<file path="config.mk">
export PLATFORM = sky130hd
export DESIGN_NAME = stopwatch_ctrl
export DESIGN_NICKNAME = d
export VERILOG_FILES = /design/src/rtl/stopwatch_ctrl.sv
export SDC_FILE = /design/constraint.sdc
export NUM_CORES = 1
export LEC_CHECK = 0
export ABC_AREA = 1
export BUFFER_PORTS_ARGS = -buffer_cell sky130_fd_sc_hd__buf_4
export CAP_MARGIN = 20
export CORE_ASPECT_RATIO = 0.8
export CORE_MARGIN = 2
export CORE_UTILIZATION = 45
export DETAILED_ROUTE_END_ITERATION = 16
export GPL_TIMING_DRIVEN = 1
export SKIP_LAST_GASP = 1
export SLEW_MARGIN = 10
export SYNTH_ARGS = -nofsm -noshare
export SYNTH_HDL_FRONTEND = slang
export SYNTH_SLANG_ARGS = --single-unit
</file>
<file path="constraint.sdc">
create_clock -name clk -period 3.6 [get_ports clk]
set_input_delay 0.72 -clock clk [delete_from_list [all_inputs] [get_ports clk]]
set_output_delay 0.72 -clock clk [all_outputs]
set_load 0.02 [all_outputs]
</file>
<file path="src/rtl/stopwatch_ctrl.sv">
// ---------------------------------------------------------------------------
// stopwatch_ctrl
//
// Run-control sequencer for the stopwatch counter chain. Synchronises and
// debounces the start/stop and lap buttons, synchronises the clear switch,
// runs the IDLE/RUN/PAUSE/LAP/FULL state machine and produces the 0.1 s tick
// enable, the counter clear and the display freeze for the digit datapath.
//
// Optional feature macro: STOPWATCH_LAP_EN
//   defined   : LAP state present, display_freeze driven in LAP.
//   undefined : no LAP state, lap in RUN ignored, display_freeze stays 0.
//
// Parameters
//   DIV        clk cycles per 0.1 s tick (>= 2)
//   DB_CYCLES  debounce stability window in clk cycles (>= 1)
//
// Ports
//   clk             system clock
//   reset           synchronous, active-high reset
//   btn_start_n     raw start/stop button, active-low, asynchronous
//   btn_lap_n       raw lap/reset button, active-low, asynchronous
//   sw_clear        raw clear switch, active-high level, asynchronous
//   at_max          counters currently show their maximum value
//   tick_01s        one-cycle count enable for the 0.1 s digit
//   counter_clr     synchronous clear for all digit counters
//   display_freeze  hold the decoder inputs (lap display)
//   state           FSM state: IDLE=0, RUN=1, PAUSE=2, LAP=3, FULL=4
//   running         high in RUN or LAP
// ---------------------------------------------------------------------------
module stopwatch_ctrl #(
    parameter int unsigned DIV       = 5000000,
    parameter int unsigned DB_CYCLES = 1000000
) (
    input  logic       clk,
    input  logic       reset,
    input  logic       btn_start_n,
    input  logic       btn_lap_n,
    input  logic       sw_clear,
    input  logic       at_max,
    output logic       tick_01s,
    output logic       counter_clr,
    output logic       display_freeze,
    output logic [2:0] state,
    output logic       running
);

    typedef enum logic [2:0] {
        StIdle  = 3'd0,
        StRun   = 3'd1,
        StPause = 3'd2,
        StLap   = 3'd3,
        StFull  = 3'd4
    } state_e;

    localparam int unsigned PreW = (DIV > 1) ? $clog2(DIV) : 1;
    localparam int unsigned DbW  = $clog2(DB_CYCLES + 1);
    localparam logic [PreW-1:0] PreLast = PreW'(DIV - 1);
    localparam logic [DbW-1:0]  DbLast  = DbW'(DB_CYCLES - 1);

    // Bit 0 = start button, bit 1 = lap button, bit 2 = clear switch.
    logic [2:0] sync1_q, sync2_q;

    logic [DbW-1:0] db_cnt_q [2];
    logic [DbW-1:0] db_cnt_d [2];
    logic [1:0]     db_lvl_q, db_lvl_d;
    logic [1:0]     press_q, press_d;

    logic [PreW-1:0] pre_q, pre_d;
    state_e          state_q, state_d;

    logic tick_q, tick_d;
    logic clr_q, clr_d;
    logic freeze_q, freeze_d;
    logic running_q, running_d;

    logic clr_sync;
    logic start_ev;
    logic lap_ev;
    logic wrap;

    assign clr_sync = sync2_q[2];
    assign start_ev = press_q[0] & ~clr_sync;
    // Simultaneous start and lap: lap is dropped.
    assign lap_ev   = press_q[1] & ~clr_sync & ~press_q[0];
    assign wrap     = (pre_q == PreLast);

    // ---------------------------------------------------------------------
    // Debounce: restart whenever the synchronised level matches the
    // debounced one; adopt the new level after DB_CYCLES stable cycles.
    // ---------------------------------------------------------------------
    always_comb begin
        for (int i = 0; i < 2; i++) begin
            db_cnt_d[i] = db_cnt_q[i];
            db_lvl_d[i] = db_lvl_q[i];
            if (sync2_q[i] == db_lvl_q[i]) begin
                db_cnt_d[i] = '0;
            end else if (db_cnt_q[i] == DbLast) begin
                db_lvl_d[i] = sync2_q[i];
                db_cnt_d[i] = '0;
            end else begin
                db_cnt_d[i] = db_cnt_q[i] + DbW'(1);
            end
        end
        // Press = falling edge of the debounced level; dropped under clear.
        press_d = db_lvl_q & ~db_lvl_d & {2{~clr_sync}};
    end

    // ---------------------------------------------------------------------
    // FSM: state register
    // ---------------------------------------------------------------------
    always_ff @(posedge clk) begin
        if (reset) begin
            state_q <= StIdle;
        end else begin
            state_q <= state_d;
        end
    end

    // ---------------------------------------------------------------------
    // FSM: next state
    // ---------------------------------------------------------------------
    always_comb begin
        state_d = state_q;
        case (state_q)
            StIdle: begin
                if (start_ev) state_d = StRun;
            end
            StRun: begin
                if (start_ev)             state_d = StPause;
                else if (wrap && at_max)  state_d = StFull;
`ifdef STOPWATCH_LAP_EN
                else if (lap_ev)          state_d = StLap;
`endif
            end
`ifdef STOPWATCH_LAP_EN
            StLap: begin
                if (start_ev)             state_d = StPause;
                else if (wrap && at_max)  state_d = StFull;
                else if (lap_ev)          state_d = StRun;
            end
`endif
            StPause: begin
                if (start_ev)    state_d = StRun;
                else if (lap_ev) state_d = StIdle;
            end
            StFull: begin
                if (lap_ev) state_d = StIdle;
            end
            default: state_d = StIdle;
        endcase
        if (clr_sync) state_d = StIdle;
    end

    // ---------------------------------------------------------------------
    // FSM: outputs and prescaler next values (all registered)
    // ---------------------------------------------------------------------
    always_comb begin
        pre_d  = pre_q;
        tick_d = 1'b0;
        case (state_q)
            StRun, StLap: begin
                if (wrap) begin
                    pre_d  = '0;
                    // Suppress the tick at max so the counters never roll over.
                    tick_d = ~at_max;
                end else begin
                    pre_d = pre_q + PreW'(1);
                end
            end
            StPause: begin
                if (lap_ev) pre_d = '0;
            end
            default: pre_d = '0;
        endcase

        clr_d = lap_ev & ((state_q == StPause) | (state_q == StFull));
        if (clr_sync) begin
            pre_d  = '0;
            tick_d = 1'b0;
            clr_d  = 1'b1;
        end

`ifdef STOPWATCH_LAP_EN
        freeze_d = (state_d == StLap);
`else
        freeze_d = 1'b0;
`endif
        running_d = (state_d == StRun) | (state_d == StLap);
    end

    // ---------------------------------------------------------------------
    // Datapath registers
    // ---------------------------------------------------------------------
    always_ff @(posedge clk) begin
        if (reset) begin
            sync1_q     <= 3'b011;
            sync2_q     <= 3'b011;
            db_cnt_q[0] <= '0;
            db_cnt_q[1] <= '0;
            db_lvl_q    <= 2'b11;
            press_q     <= 2'b00;
            pre_q       <= '0;
            tick_q      <= 1'b0;
            clr_q       <= 1'b1;
            freeze_q    <= 1'b0;
            running_q   <= 1'b0;
        end else begin
            sync1_q     <= {sw_clear, btn_lap_n, btn_start_n};
            sync2_q     <= sync1_q;
            db_cnt_q[0] <= db_cnt_d[0];
            db_cnt_q[1] <= db_cnt_d[1];
            db_lvl_q    <= db_lvl_d;
            press_q     <= press_d;
            pre_q       <= pre_d;
            tick_q      <= tick_d;
            clr_q       <= clr_d;
            freeze_q    <= freeze_d;
            running_q   <= running_d;
        end
    end

    assign tick_01s       = tick_q;
    assign counter_clr    = clr_q;
    assign display_freeze = freeze_q;
    assign state          = state_q;
    assign running        = running_q;

endmodule

</file>
==> flow_metrics.env, run 1 <==
export IMPL_timing_setup_critical_path_class="flip-flop to flip-flop"
export IMPL_synth_fp_nets=604
export IMPL_core_area_sq_mm=0.00863
export IMPL_final_max_slew_violation_count=0
export IMPL_num_vias=3645
export IMPL_clk_root_buffer_cell="sky130_fd_sc_hd__clkbuf_16"
export IMPL_hold_buf_count_cts=0
export IMPL_post_place_cells=710
export IMPL_die_h_um=89.0
export IMPL_drc_errors=0
export IMPL_globalplace_congestion=0.901
export IMPL_ys_warn_count=0
export IMPL_cts_resized_gates=0
export IMPL_clock_insertion_delay_worst_skew_ns=0.33
export IMPL_critical_path_max_fanout=20
export IMPL_max_clock_path_buffers=2
export IMPL_worst_slew_pin_slew_ns=0.731
export IMPL_r2r_start="db_cnt_q[0][20]"
export IMPL_hold_path_startpoint="sync1_q[2]"
export IMPL_overflow=0
export IMPL_postCtsSetupBuffers=0
export IMPL_antenna_cells_inserted=0
export IMPL_crit_reg2reg_capture="db_cnt_q[0][37]"
export IMPL_syn_avg_cell_area_sq_um=6.83
export IMPL_total_power_w=0.00177
export IMPL_min_delay_path_depth=2
export IMPL_period_needed_ns=1.97
export IMPL_cp_end_kind="flip-flop"
export IMPL_p_leak_nw=1.52
export IMPL_postSynthRegisterBits=79
export IMPL_power_density_cell_area_mw_per_mm2=393
export IMPL_tritonroute_pass_1_iters=5
export IMPL_setup_ws_ns=1.63
export IMPL_dp_hpwl_um=6740
export IMPL_min_period_over_period_pct=54.7
export IMPL_dp_worst_setup_slack_ns=1.60
export IMPL_die_area_sq_mm=0.00981
export IMPL_critPathRequiredTime_ns=3.79
export IMPL_finalNonFillerCells=725
export IMPL_cp_arrival_ns=2.16
export IMPL_drtAntennaViolNets=0
export IMPL_maxClockFrequency_mhz=508
export IMPL_detail_route_wirelength_um=8940
export IMPL_r2r_setup_slk_ns=1.63
export IMPL_cts_reportedPaths_clkPinSlew_ns=0.06
export IMPL_cts_tree="done"
export IMPL_via_per_inst=5.03
export IMPL_grtUsageTotal_pct=19.7
export IMPL_tritoncts_num_sinks=79
export IMPL_hp_class="flip-flop to flip-flop"
export IMPL_rsz_0062_raised_after_global_routing="no"
export IMPL_synthDistinctLibCells=37
export IMPL_timing_hold_violations_final=0
export IMPL_io_pins=13
export IMPL_setup_tns_ns=0
export IMPL_num_fill_cells=863
export IMPL_tritoncts_num_buffers=9
export IMPL_clock_skew_final_ns=0.00528
export IMPL_grt_first_pass_wirelength_um=14900
export IMPL_syn2layout_area_growth_pct=11.0
export IMPL_outcome="finished, final reports clean"
export IMPL_wl_per_cell_um=12.3
export IMPL_detailedRoute_firstIterationViolations=225
export IMPL_die_w_um=110
export IMPL_rr_worst_depth=8
export IMPL_antenna_violations_before_repair=0
export IMPL_hold_path_endpoint="sync2_q[2]"
export IMPL_netlist_instances=595
export IMPL_synth_seq_area_share_pct=38.9
export IMPL_vdd_ir_drop_max_uv=293
export IMPL_std_cell_rows=30
export IMPL_cap_violations=0
export IMPL_cts_max_level=3
export IMPL_fraction_of_layout_instances_using_a_drive_strength_above_1_pct=10.9
export IMPL_finalSetupViolations=0
export IMPL_timing_slew_headroom_pct=51.1
export IMPL_largest_net_degree_at_the_start_of_global_routing=21
export IMPL_numPortBuffers=11
export IMPL_initial_utilization_pct=47.1
export IMPL_grt_pass1_vias=3128
export IMPL_mappedNetlistArea_sq_mm=0.00406
export IMPL_nets=618
export IMPL_critPathLaunchType="flip-flop"
-- Yosys cell counts --
library cell,n,area [sq um]
sky130_fd_sc_hd__nand2_1,124,465
sky130_fd_sc_hd__nor2_1,106,398
sky130_fd_sc_hd__dfxtp_1,79,1580
sky130_fd_sc_hd__inv_1,69,259
sky130_fd_sc_hd__nand3_1,47,235
sky130_fd_sc_hd__a21oi_1,28,140
sky130_fd_sc_hd__nor3_1,21,105
sky130_fd_sc_hd__nand4_1,17,106
sky130_fd_sc_hd__xor2_1,13,114
sky130_fd_sc_hd__o21ai_0,12,60.1
sky130_fd_sc_hd__nor2_2,9,56.3
sky130_fd_sc_hd__or2_2,9,56.3
sky130_fd_sc_hd__nand2_2,7,43.8
sky130_fd_sc_hd__xnor2_1,7,61.3
sky130_fd_sc_hd__nor2_4,6,67.6
sky130_fd_sc_hd__buf_2,4,20.0
sky130_fd_sc_hd__a31oi_1,3,18.8
sky130_fd_sc_hd__ha_1,3,37.5
sky130_fd_sc_hd__inv_2,3,11.3
sky130_fd_sc_hd__nand3_2,3,30.0
sky130_fd_sc_hd__nand3b_1,3,22.5
sky130_fd_sc_hd__nor4_1,3,18.8
sky130_fd_sc_hd__buf_4,2,15.0
sky130_fd_sc_hd__nor3_2,2,20.0
sky130_fd_sc_hd__nor3b_2,2,25.0
sky130_fd_sc_hd__o211ai_1,2,15.0
sky130_fd_sc_hd__a211oi_1,1,7.51
sky130_fd_sc_hd__and2_1,1,6.26
sky130_fd_sc_hd__and3_1,1,6.26
sky130_fd_sc_hd__buf_6,1,11.3
sky130_fd_sc_hd__clkbuf_1,1,3.75
sky130_fd_sc_hd__clkbuf_8,1,13.8
sky130_fd_sc_hd__conb_1,1,3.75
sky130_fd_sc_hd__nor3b_1,1,7.51
sky130_fd_sc_hd__o21a_1,1,7.51
sky130_fd_sc_hd__o21ai_1,1,5.00
sky130_fd_sc_hd__o22ai_1,1,6.26
-- metrics by stage --
stage	area (sq um)	hold slack, ns	utilization [%]
6_report	4510	0.411	52.2
5_1_grt	4510	0.428	52.2
4_1_cts	4510	0.413	52.2
3_5_place_dp	4230	0.402	49.0
3_3_place_gp	4230	0.392	49.0
2_1_floorplan	4060	0.388	-
-- area by class of cell --
class | instances | area [sq um] | area share [%]
Timing Repair Buffer | 12 | 90.1 | 2.00
Clock buffer | 10 | 229 | 5.08
Multi-Input combinational cell | 435 | 2150 | 47.6
Inverter | 72 | 270 | 6.00
Clock inverter | 5 | 50.0 | 1.11
Sequential cell | 79 | 1580 | 35.1
Tap cell | 112 | 140 | 3.11
-- cell usage in the layout (no fill, tap or decap), types with 12 or more instances in the layout --
cell type                 Yosys  final
sky130_fd_sc_hd__a21oi_1     28     28
sky130_fd_sc_hd__buf_4        2     12
sky130_fd_sc_hd__dfxtp_1     79     79
sky130_fd_sc_hd__inv_1       69     69
sky130_fd_sc_hd__nand2_1    124    124
sky130_fd_sc_hd__nand3_1     47     47
sky130_fd_sc_hd__nand4_1     17     17
sky130_fd_sc_hd__nor2_1     106    106
sky130_fd_sc_hd__nor3_1      21     21
sky130_fd_sc_hd__o21ai_0     12     12
sky130_fd_sc_hd__xor2_1      13     13
-- report_power, final --
part	internal, W	leakage (nW)	switching (W)
registers	0.000879	0.638	0.00000211
clock network	0.000528	0.142	0.000338
logic	0.00000959	0.741	0.0000174
total	0.00142	1.52	0.000357
-- routing by layer --
layer	track usage (%)	wire, um
met1	30.7	4830
met2	25.6	3450
met3	4.59	559
met4	7.61	100
met5	0	0
-- sequential cells by signal (all words and copies together) (netlist names) --
name	cells
db_lvl_q	2
running	1
tick_01s	1
sync2_q	3
press_q	2
db_cnt_q	40
state	3
pre_q	23
counter_clr	1
sync1_q	3
-- worst max-delay path, stage by stage, from the launching register on --
cell	delay (ns)
sky130_fd_sc_hd__dfxtp_1	0.35
sky130_fd_sc_hd__ha_1	0.24
sky130_fd_sc_hd__nand3_1	0.16
sky130_fd_sc_hd__nor2_2	0.18
sky130_fd_sc_hd__nand2_1	0.09
sky130_fd_sc_hd__inv_1	0.06
sky130_fd_sc_hd__nand2_1	0.07
sky130_fd_sc_hd__nand2_1	0.55
sky130_fd_sc_hd__nor3_1	0.13
-- cells by family (layout without fill, tap and decap cells) --
group / after synthesis / count (layout) / share of synthesized area [%]
AO/OA/AOI/OAI: 49 / 49 / 6.41
XOR/XNOR: 20 / 20 / 4.31
adder cells (fa/ha/maj): 3 / 3 / 0.924
buffers and inverters: 81 / 99 / 8.22
flip-flops: 79 / 79 / 38.9
other: 1 / 1 / 0.0923
AND/OR/NAND/NOR: 362 / 362 / 41.1
-- worst max path at each step --
| stage | startpoint | endpoint | slack (ns) | depth (start not counted) |
|---|---|---|---|---|
| after detailed placement | reset | db_cnt_q[0][31] | 1.60 | 6 |
| final | db_cnt_q[0][20] | db_cnt_q[0][37] | 1.63 | 8 |
| after global routing | db_cnt_q[0][20] | db_cnt_q[0][37] | 1.41 | 8 |
| after CTS | db_cnt_q[0][20] | db_cnt_q[0][37] | 1.63 | 8 |
| after global placement | reset | db_cnt_q[0][31] | 1.63 | 6 |
| after floorplan | reset | db_cnt_q[0][35] | 2.01 | 7 |
(Power assumes the default switching activity.)
==> run 2, diff against run 1 <==
==> constraint.sdc (replaced) <==
create_clock -name clk -period 1.7 [get_ports clk]
set_input_delay 0.34 -clock clk [delete_from_list [all_inputs] [get_ports clk]]
set_output_delay 0.34 -clock clk [all_outputs]
set_load 0.02 [all_outputs]
==> flow_metrics.env, run 2 (synthesis gave the netlist of run 1 again) <==
export IMPL_outcome="finished, final reports clean"
export IMPL_overflow=0
export IMPL_hp_class="primary input to flip-flop"
export IMPL_clk_root_buffer_cell="sky130_fd_sc_hd__clkbuf_16"
export IMPL_cpLargestDelayFamily="simple AND/OR/NAND/NOR gates"
export IMPL_numPortBuffers=11
export IMPL_path_cells="nor2_1 > nand2_1 > nor2_2 > nand3_2 > nand2_1 > nand2_2 > nand2_4 > nor2_1"
export IMPL_die_h_um=89.0
export IMPL_dp_worst_setup_slack_ns=-0.0206
export IMPL_antenna_cells_inserted=0
export IMPL_cp_arrival_ns=1.86
export IMPL_mostFrequentLayoutCell="sky130_fd_sc_hd__nand2_1"
export IMPL_initial_utilization_pct=47.1
export IMPL_p_sw_share_pct=20.3
export IMPL_layout_top_registers="db_cnt_q: 40 flops, pre_q: 23 flops"
export IMPL_clock_skew_final_ns=0.00547
export IMPL_finalSetupViolations=0
export IMPL_critPathLaunchType="flip-flop"
export IMPL_largest_stage_delay_on_the_critical_path_ns=0.39
export IMPL_tritoncts_num_sinks=79
export IMPL_max_clock_path_buffers=2
export IMPL_worst_hold_slack_ns=0.176
export IMPL_tritonroute_pass_1_iters=5
export IMPL_final_max_slew_violation_count=0
export IMPL_std_cell_rows=30
export IMPL_cap_violations=0
export IMPL_cts_reportedPaths_clkPinSlew_ns=0.06
export IMPL_critical_path_max_fanout=6
export IMPL_timing_setup_critical_path_class="flip-flop to flip-flop"
export IMPL_dp_hpwl_um=7230
export IMPL_power_share_clock_pct=49.7
export IMPL_top_register="db_cnt_q"
export IMPL_timing_hold_violations_final=0
export IMPL_die_area_sq_mm=0.00981
export IMPL_worst_path_buf_inv=0
export IMPL_cts_max_level=3
export IMPL_layout_cells_most_common_list="sky130_fd_sc_hd__nand2_1 (124), sky130_fd_sc_hd__nor2_1 (102), sky130_fd_sc_hd__dfxtp_1 (79)"
export IMPL_switchingPower_w=0.000779
export IMPL_vdd_ir_drop_max_uv=566
export IMPL_power_density_cell_area_mw_per_mm2=817
export IMPL_finalNonFillerCells=741
export IMPL_drc_errors=0
export IMPL_rsz_0062_raised_after_global_routing="yes"
export IMPL_critPathRequiredTime_ns=1.93
export IMPL_hold_buf_count_cts=0
export IMPL_period_needed_ns=1.63
export IMPL_num_fill_cells=854
export IMPL_die_w_um=110
export IMPL_globalplace_congestion=0.981
export IMPL_maxClockFrequency_mhz=615
export IMPL_largest_register_ff_count=40
export IMPL_grt_first_pass_wirelength_um=15700
export IMPL_drtAntennaViolNets=0
export IMPL_cts_tree="done"
export IMPL_num_vias=3781
export IMPL_nets=633
export IMPL_grtUsageTotal_pct=21.0
export IMPL_setup_ws_ns=0.0736
export IMPL_combined_area_of_the_multi_input_logic_cells_sq_mm=0.00221
export IMPL_via_per_inst=5.10
export IMPL_detail_route_wirelength_um=9550
export IMPL_largest_net_degree_at_the_start_of_global_routing=13
export IMPL_min_period_over_period_pct=95.7
export IMPL_tritoncts_num_buffers=9
export IMPL_wl_per_cell_um=12.9
export IMPL_setup_tns_ns=0
export IMPL_area_sequential_sq_mm=0.00158
export IMPL_post_place_cells=724
export IMPL_grt_pass1_vias=3297
export IMPL_fraction_of_layout_instances_using_a_drive_strength_above_1_pct=14.3
export IMPL_clock_insertion_delay_worst_skew_ns=0.34
export IMPL_cp_end_kind="flip-flop"
export IMPL_sequentialPowerShare_pct=48.7
export IMPL_syn2layout_area_growth_pct=15.4
export IMPL_gate_power_share_pct=1.6
export IMPL_core_area_sq_mm=0.00863
export IMPL_p_leak_nw=1.61
export IMPL_detailedRoute_firstIterationViolations=264
export IMPL_io_pins=13
export IMPL_antenna_violations_before_repair=0
export IMPL_critical_path_s_slowest_cell="sky130_fd_sc_hd__dfxtp_1"
export IMPL_cellInternalPower_w=0.00305
==> run 2: cell types whose count changed in the layout (fill, tap and decap cells not counted), sizes merged <==
cell	previous run	this run
buf	12	26
clkbuf	10	12
clkinv	4	3
nand2	131	132
==> run 2: worst reg2reg max path, cell delays in order, from the launching register on <==
cell and delay (ns):
sky130_fd_sc_hd__dfxtp_1 0.39, sky130_fd_sc_hd__nor2_1 0.24, sky130_fd_sc_hd__nand2_1 0.10, sky130_fd_sc_hd__nor2_2 0.16, sky130_fd_sc_hd__nand3_2 0.15, sky130_fd_sc_hd__nand2_1 0.12, sky130_fd_sc_hd__nand2_2 0.15, sky130_fd_sc_hd__nand2_4 0.16
sky130_fd_sc_hd__nor2_1 0.06
==> run 2: repair_timing <==
item                                    in CTS  in global routing
buffers inserted                             0                  0
endpoints found under the setup margin      11                 41
gates cloned                                 0                  1
pin swaps                                    0                  1
resized for setup                            1                 13
==> run 2: cell type report <==
cell class,instances,share of cell area [%]
clock inverters,4,0.961
well taps,112,2.99
clock buffers,12,5.26
inverters,72,5.76
repair buffers,26,4.16
multi-input cells,436,47.1
flip-flops and latches,79,33.7
==> run 2: path summary, 6_finish.rpt <==
check / slack [ns] / from / to / depth (start not counted)
setup / recovery: 0.07 / pre_q[17] / pre_q[13] / 8
hold / removal: 0.18 / at_max / tick_01s / 2
hold reg to reg: 0.40 / sync1_q[2] / sync2_q[2] / 2
setup reg to reg: 0.07 / pre_q[17] / pre_q[13] / 8
==> run 2: layer usage <==
metal	up-vias	GRT usage, %	part of all wire [%]
met2	105	27.8	39
met3	12	8.67	7.9
li1	1968	-	-
met5	-	0	0
met1	1696	31.6	52
met4	0	4.55	0.74
==> run 2: power groups by stage <==
stage	Clock [W]	Combinational, W	Sequential [W]
after floorplan	0	0.0000349	0.00191
after global placement	0	0.0000607	0.00191
after detailed placement	0	0.0000613	0.00191
after CTS	0.00196	0.0000619	0.00187
after global routing	0.00205	0.0000704	0.00187
final	0.00190	0.0000629	0.00187
==> run 2: metrics by stage <==
step                cell area, sq um  power, W  util (%)
floorplan                       4060   0.00194         -
global placement                4330   0.00197      50.2
detailed placement              4330   0.00197      50.2
CTS                             4630   0.00389      53.6
global route                    4690   0.00399      54.3
finish                          4690   0.00383      54.3
==> run 3, diff against run 2 <==
--- a/config.mk
+++ b/config.mk
@@ -9,7 +9,6 @@
 export BUFFER_PORTS_ARGS = -buffer_cell sky130_fd_sc_hd__buf_4
 export CAP_MARGIN = 20
 export CORE_ASPECT_RATIO = 0.8
-export CORE_MARGIN = 2
 export CORE_UTILIZATION = 45
 export DETAILED_ROUTE_END_ITERATION = 16
 export GPL_TIMING_DRIVEN = 1
==> flow_metrics.env, run 3 (synthesis gave the netlist of run 1 again) <==
export IMPL_num_fill_cells=876
export IMPL_path_cells="ha_2 > nand3_4 > nor2_2 > nand3_2 > nand2_1 > nand2_2 > nand2_4 > nor2_1"
export IMPL_antenna_cells_inserted=0
export IMPL_crit_reg2reg_capture="pre_q[12]"
export IMPL_layout_cells_most_common_list="sky130_fd_sc_hd__nand2_1 (124), sky130_fd_sc_hd__nor2_1 (103), sky130_fd_sc_hd__dfxtp_1 (79)"
export IMPL_hold_buf_count_cts=0
export IMPL_grtUsageTotal_pct=21.1
export IMPL_hold_path_endpoint="tick_01s"
export IMPL_sequentialPowerShare_pct=46.4
export IMPL_syn2layout_area_growth_pct=15.8
export IMPL_clock_insertion_delay_worst_skew_ns=0.33
export IMPL_critical_path_max_fanout=6
export IMPL_placement_cell_area_sq_mm=0.00432
export IMPL_critical_path_s_slowest_cell="sky130_fd_sc_hd__dfxtp_1"
export IMPL_via_per_inst=5.05
export IMPL_largest_register_ff_count=40
export IMPL_p_leak_nw=1.61
export IMPL_power_share_clock_pct=52.1
export IMPL_detailedRoute_firstIterationViolations=212
export IMPL_detail_route_wirelength_um=9190
export IMPL_clock_skew_final_ns=0.00447
export IMPL_antenna_violations_before_repair=0
export IMPL_initial_utilization_pct=47.1
export IMPL_p_sw_share_pct=19.2
export IMPL_cap_violations=0
export IMPL_nets=629
export IMPL_finalSetupViolations=0
export IMPL_fraction_of_layout_instances_using_a_drive_strength_above_1_pct=13.6
export IMPL_layout_core_utilization_pct=54.5
export IMPL_num_vias=3721
export IMPL_switchingPower_w=0.000775
export IMPL_maxClockFrequency_mhz=632
export IMPL_numPortBuffers=11
export IMPL_cp_end_kind="flip-flop"
export IMPL_power_density_cell_area_mw_per_mm2=856
export IMPL_globalRouteMet3Util_pct=6.36
export IMPL_r2r_start="pre_q[0]"
export IMPL_std_cell_rows=30
export IMPL_final_max_slew_violation_count=0
export IMPL_dp_hpwl_um=7050
export IMPL_mostFrequentLayoutCell="sky130_fd_sc_hd__nand2_1"
export IMPL_globalRoute_busiestLayer="met1"
export IMPL_rr_worst_depth=8
export IMPL_core_area_sq_mm=0.00863
export IMPL_critPathRequiredTime_ns=1.93
export IMPL_min_delay_path_depth=2
export IMPL_rsz_0062_raised_after_global_routing="yes"
export IMPL_die_h_um=87.0
export IMPL_cp_arrival_ns=1.81
export IMPL_top_register="db_cnt_q"
export IMPL_timing_setup_critical_path_class="flip-flop to flip-flop"
export IMPL_cts_max_level=3
export IMPL_cts_reportedPaths_clkPinSlew_ns=0.06
export IMPL_drc_errors=0
export IMPL_critPathLaunchType="flip-flop"
export IMPL_largest_stage_delay_on_the_critical_path_ns=0.38
export IMPL_min_period_over_period_pct=93.0
export IMPL_overflow=0
export IMPL_timing_hold_violations_final=0
export IMPL_final_design_area_no_fill_sq_mm=0.00470
export IMPL_max_clock_path_buffers=2
export IMPL_global_route_usage_met1_pct=31.2
export IMPL_period_needed_ns=1.58
export IMPL_cpLargestDelayFamily="simple AND/OR/NAND/NOR gates"
export IMPL_finalNonFillerCells=737
export IMPL_vdd_ir_drop_max_uv=633
export IMPL_hp_class="primary input to flip-flop"
export IMPL_grt_pass1_vias=3226
export IMPL_io_pins=13
export IMPL_drtAntennaViolNets=0
export IMPL_gate_power_share_pct=1.6
export IMPL_clk_root_buffer_cell="sky130_fd_sc_hd__clkbuf_16"
export IMPL_die_area_sq_mm=0.00941
export IMPL_die_w_um=108
export IMPL_layout_top_registers="db_cnt_q: 40 flops, pre_q: 23 flops"
export IMPL_outcome="finished, final reports clean"
export IMPL_cts_tree="done"
export IMPL_total_power_w=0.00402
export IMPL_tritoncts_num_sinks=79
export IMPL_post_place_cells=720
export IMPL_globalplace_congestion=0.913
export IMPL_cellInternalPower_w=0.00325
export IMPL_tritonroute_pass_1_iters=5
export IMPL_met2_usage_pct=29.0
export IMPL_grt_first_pass_wirelength_um=15300
export IMPL_largest_net_degree_at_the_start_of_global_routing=16
export IMPL_worst_path_stages=8
export IMPL_r2r_setup_slk_ns=0.12
export IMPL_wl_per_cell_um=12.5
export IMPL_worst_path_buf_inv=0
export IMPL_tritoncts_num_buffers=9
export IMPL_combined_area_of_the_multi_input_logic_cells_sq_mm=0.00221
export IMPL_area_sequential_sq_mm=0.00158
export IMPL_hold_path_startpoint="at_max"
## run 3: cell types whose count changed in the layout (fill, tap and decap cells not counted), sizes merged
cell,change
bufinv,+1
buf,-4
clkbuf,+1
clkinv,-2
## run 3: layout make-up
type | instances | area share (%)
Clock inverter | 3 | 1.38
Multi-Input combinational cell | 436 | 47.0
Timing Repair Buffer | 22 | 3.78
Sequential cell | 79 | 33.6
Tap cell | 112 | 2.98
Clock buffer | 13 | 5.53
Inverter | 72 | 5.75
## run 3: per-layer routing
| layer | vias to the layer above | part of all wire, % |
|---|---|---|
| li1 | 1968 | - |
| met1 | 1659 | 52 |
| met2 | 85 | 40 |
| met3 | 9 | 6.5 |
| met4 | 0 | 1.1 |
| met5 | - | 0 |
## run 3: stage by stage
stage | worst slack (ns) | setup TNS [ns] | hold WS (ns)
final | 0.118 | 0 | 0.184
after floorplan | 0.246 | 0 | 0.388
after global placement | 0.0910 | 0 | 0.395
after detailed placement | 0.0117 | 0 | 0.396
after CTS | 0.00915 | 0 | 0.173
after global routing | -0.00286 | -0.00286 | 0.181
## run 3: worst max path at each step
stage                end  slack, ns      from
3_5_place_dp   pre_q[12]       0.01  pre_q[0]
3_3_place_gp    pre_q[5]       0.09  pre_q[0]
5_1_grt        pre_q[12]     -0.003  pre_q[0]
2_1_floorplan   pre_q[5]       0.25  pre_q[0]
4_1_cts        pre_q[12]      0.009  pre_q[0]
6_report       pre_q[12]       0.12  pre_q[0]
## run 3: power by group through the flow
stage	clock network [W]	registers, W	logic, W
after floorplan	0	0.00191	0.0000349
after global placement	0	0.00191	0.0000604
after detailed placement	0	0.00191	0.0000609
after CTS	0.00216	0.00187	0.0000609
after global routing	0.00222	0.00187	0.0000699
final	0.00210	0.00187	0.0000626
## run 3: timing repair
| item | CTS | global route |
|---|---|---|
| buffers inserted | 0 | 0 |
| setup endpoints to repair | 0 | 42 |
| gates resized for setup | 0 | 13 |
## run 3: worst reg2reg max path: cells and delay by family, from the launching register on
family,cells,cell delay [ns]
flops,1,0.38
simple gates,7,0.87
fa+ha+maj,1,0.22
